`config.mk`:
```
export PLATFORM = sky130hd
export DESIGN_NAME = serial_shift_controller
export DESIGN_NICKNAME = d
export VERILOG_FILES = /design/src/rtl/serial_shift_controller.sv
export SDC_FILE = /design/constraint.sdc
export NUM_CORES = 1
export LEC_CHECK = 0
export ABC_AREA = 1
export CAP_MARGIN = 40
export CORE_MARGIN = 2
export CORE_UTILIZATION = 30
export DETAILED_ROUTE_END_ITERATION = 7
export PLACE_DENSITY = 0.64
export REMOVE_ABC_BUFFERS = 1
export SLEW_MARGIN = 20
export SYNTH_ARGS = -nofsm -noshare
export SYNTH_HDL_FRONTEND = slang
export SYNTH_SLANG_ARGS = --single-unit
```
`constraint.sdc`:
```
create_clock -name clk -period 1.9 [get_ports clk]
set_input_delay 0.38 -clock clk [delete_from_list [all_inputs] [get_ports clk]]
set_output_delay 0.38 -clock clk [all_outputs]
set_load 0.005 [all_outputs]
```
`src/rtl/serial_shift_controller.sv`:
```
// Parallel-to-serial shifter: accepts a DEPTH-bit word by valid/ready handshake and
// emits it LSB first, each bit held for DIV cycles, with gapless back-to-back words.
module serial_shift_controller #(
  parameter int DEPTH = 8,
  parameter int DIV   = 1
) (
  input  logic             clk,
  input  logic             reset,
  input  logic [DEPTH-1:0] in_data,
  input  logic             in_valid,
  output logic             in_ready,
  input  logic             abort,
  output logic             out,
  output logic             out_valid,
  output logic             busy,
  output logic             done
);

  localparam int BW = (DEPTH > 1) ? $clog2(DEPTH) : 1;
  localparam int DW = (DIV > 1) ? $clog2(DIV) : 1;

  typedef enum logic {IDLE, SHIFT} state_t;

  state_t           state;
  logic [DEPTH-1:0] sh;
  logic [BW-1:0]    bcnt;
  logic [DW-1:0]    dcnt;
  logic             last;
  logic             bit_end;
  logic             transfer;

  assign bit_end  = (dcnt == DW'(DIV - 1));
  assign last     = (bcnt == BW'(DEPTH - 1)) && bit_end;
  assign in_ready = !abort && ((state == IDLE) || last);
  assign transfer = in_valid && in_ready;

  // Outputs derive only from registered state, so async reset clears them at once.
  assign out       = (state == SHIFT) ? sh[0] : 1'b0;
  assign out_valid = (state == SHIFT);
  assign busy      = (state == SHIFT);
  assign done      = (state == SHIFT) && last && !abort;

  always_ff @(posedge clk or posedge reset) begin
    if (reset) begin
      state <= IDLE;
      sh    <= '0;
      bcnt  <= '0;
      dcnt  <= '0;
    end else if (abort) begin
      // Abort outranks both the final cycle and any pending transfer.
      if (state == SHIFT) begin
        state <= IDLE;
        sh    <= '0;
        bcnt  <= '0;
        dcnt  <= '0;
      end
    end else if (transfer) begin
      state <= SHIFT;
      sh    <= in_data;
      bcnt  <= '0;
      dcnt  <= '0;
    end else if (state == SHIFT) begin
      if (last) begin
        state <= IDLE;
        bcnt  <= '0;
        dcnt  <= '0;
      end else if (bit_end) begin
        sh   <= {1'b0, sh[DEPTH-1:1]};
        bcnt <= bcnt + BW'(1);
        dcnt <= '0;
      end else begin
        dcnt <= dcnt + DW'(1);
      end
    end
  end

endmodule

```
==> impl_metrics.json <==
{
  "routed_wirelength_um": 1550,
  "fmax_mhz": 569,
  "ys_seq_area_share_pct": 41.3,
  "final_cell_mix": "nand2_1, nand3_1, inv_1",
  "cp-start-kind": "flip-flop",
  "relSlewSlack_pct": 70.7,
  "die_area_sq_mm": 0.00283,
  "coreArea_sq_mm": 0.00225,
  "synth.cell_area_sq_um": 727,
  "power-per-cell-area_mw_per_mm2": 660,
  "yosys_warnings": 0,
  "setup-tns-final_ns": 0,
  "drt_iter0_drc": 6,
  "synthCells": 96,
  "port_buffers": 16,
  "rrSetupSlack_ns": 0.23,
  "finalCritPeriodShare_pct": 92.5,
  "finalSetupViolCount": 0,
  "rsz0062_at_grt": "no",
  "clockRootBuffer": "clkbuf_4",
  "die_height_um": 53.2,
  "cp_max_fo": 3,
  "dp_hpwl_um": 1150,
  "ys_ff_latch": 12,
  "seqCellArea_sq_um": 302,
  "ios": 17,
  "viasPerCell": 4.66,
  "worst_ep_arrival_time_ns": 1.38,
  "drcViolationCount": 0,
  "hold_violations": 0,
  "slew_viol_final": 0,
  "placementRows": 17,
  "status": "completed",
  "leakage_uw": 0.000532,
  "r2r-start": "bcnt[0]",
  "path_class": "reg -> out",
  "cts_max_level": 1,
  "dieWidth_um": 53.2,
  "start_util_pct": 32.2,
  "detail_route.wl_per_cell_um": 10.5,
  "detailedRoute.firstPassIterationCount": 4,
  "cts.clk_slew.worst_paths_ns": 0.07,
  "cts-buffers-inserted": 3,
  "ant_nets": 0,
  "gp_congestion": 0.789,
  "layout.cells.most_common": "nand2_1",
  "reg2reg_depth": 10,
  "r2r_end": "sh[5]",
  "path_common_cell": "ha_2",
  "clk_latency_ns": 0.27,
  "n_fill_cell": 244,
  "grt_pass1_vias": 667,
  "grt_use_total_pct": 13.8,
  "overflow": 0,
  "vias": 690,
  "syn_avg_cell_area_sq_um": 7.57,
  "finish.utilization_pct": 43.5,
  "hold_buffers": 0,
  "multiInputGateArea_sq_um": 322,
  "antenna_found_initial": 0,
  "peakVddDrop_uv": 347,
  "critPathCaptureType": "primary output",
  "cp_slowest_stage_delay_ns": 0.39,
  "grt_max_degree": 13,
  "crit_chain": "ha_2 -> ha_2 -> buf_4 -> inv_1 -> a21oi_1 -> clkbuf_2",
  "clock_skew_ns": 0.000553,
  "area_growth_syn_to_layout_pct": 34.9,
  "grt_pass1_wl_um": 2830,
  "ctsLongestPathBuffers": 2,
  "cts_tree": "built",
  "post-place-ws_ns": 0.0506,
  "worstMarginPinSlew_ns": 0.439,
  "required_ns": 1.52,
  "fin_crit_ns": 1.76,
  "drive_gt1_share_pct": 17.5,
  "final_net_count": 135,
  "cap_violations": 0,
  "power_uw": 647,
  "diodes": 0,
  "clkSinkCount": 12,
  "synth.distinct_cells": 17,
  "fin_ws_ns": 0.143,
  "hold_path_class": "in -> async",
  "crit_slowest_cell": "dfrtp_1"
}
[worst max path at each step]
| stage | start | end | slack, ns | cells after the start |
|---|---|---|---|---|
| floorplan | bcnt[0] | sh[0] | 0.48 | 8 |
| global placement | abort | in_ready | 0.04 | 3 |
| detailed placement | abort | in_ready | 0.05 | 3 |
| CTS | bcnt[0] | in_ready | 0.04 | 6 |
| global route | bcnt[1] | in_ready | 0.06 | 6 |
| finish | bcnt[0] | in_ready | 0.14 | 6 |
[what timing repair did]
| action | in CTS | in global routing |
|---|---|---|
| gates cloned | 0 | 0 |
| setup buffers | 2 | 0 |
| endpoints found under the hold margin | 0 | 0 |
| gates resized for setup | 5 | 2 |
| endpoints found under the setup margin | 2 | 3 |
[synthesized netlist by cell type]
cell type   n  share of area (%)
nor2_2      1               0.86
clkinv_4    1                1.2
a21oi_4     1                2.2
buf_4       1                1.0
inv_1      19                9.8
a21oi_1     1               0.69
buf_6       2                3.1
nor2_4      1                1.5
nor3_1      1               0.69
nand4_1     2                1.7
dfrtp_1    12                 41
nand2_2     1               0.86
nand2_4     1                1.5
nand2_1    25                 13
nor2_1      1               0.52
ha_1        2                3.4
nand3_1    24                 17
[worst max-delay path: cells and delay by family (launching register included)]
kind / cells / cell delay [ns]
compound gates: 1 / 0.06
fa+ha+maj: 2 / 0.35
buf+inv: 3 / 0.31
flops: 1 / 0.39
[kinds of logic after synthesis]
| family | Yosys count | share of synthesized area, % |
|---|---|---|
| and+or+nand+nor | 57 | 37.2 |
| buffers and inverters | 23 | 15.1 |
| DFF | 12 | 41.3 |
| AOI/OAI and AO/OA | 2 | 2.93 |
| adders and majority gates | 2 | 3.44 |
[flip-flops by register name, indices dropped and copies added, names as in the netlist]
register and count:
bcnt 3, busy 1, sh 8
[layer usage]
layer	share of wire (%)	vias up	routed length [um]	GRT usage (%)
met5	0	-	0	0
li1	-	348	-	-
met2	46	22	715	23.0
met1	46	318	718	16.7
met3	6.8	2	105	4.24
met4	0.58	0	9	4.70
[per-stage QoR]
step / cell area, sq um / hold WS (ns) / instances
3_5_place_dp: 930 / 0.487 / 142
4_1_cts: 985 / 0.426 / 148
5_1_grt: 981 / 0.446 / 148
6_report: 981 / 0.407 / 148
2_1_floorplan: 697 / 0.245 / 93
3_3_place_gp: 930 / 0.472 / 142
[cell type report]
class,instances,share of cell area (%)
multi-input combinational,61,32.8
clock buffer,4,3.70
timing repair buffer,23,21.0
tap,28,3.57
inverter,20,8.16
sequential,12,30.7
[power by group]
part	internal (uW)	switching (uW)	total, uW	leakage, uW
logic	70.6	75.0	146	0.000354
registers	284	16.3	300	0.000158
clock network	116	85.4	202	0.0000210
(Power assumes the default switching activity.)
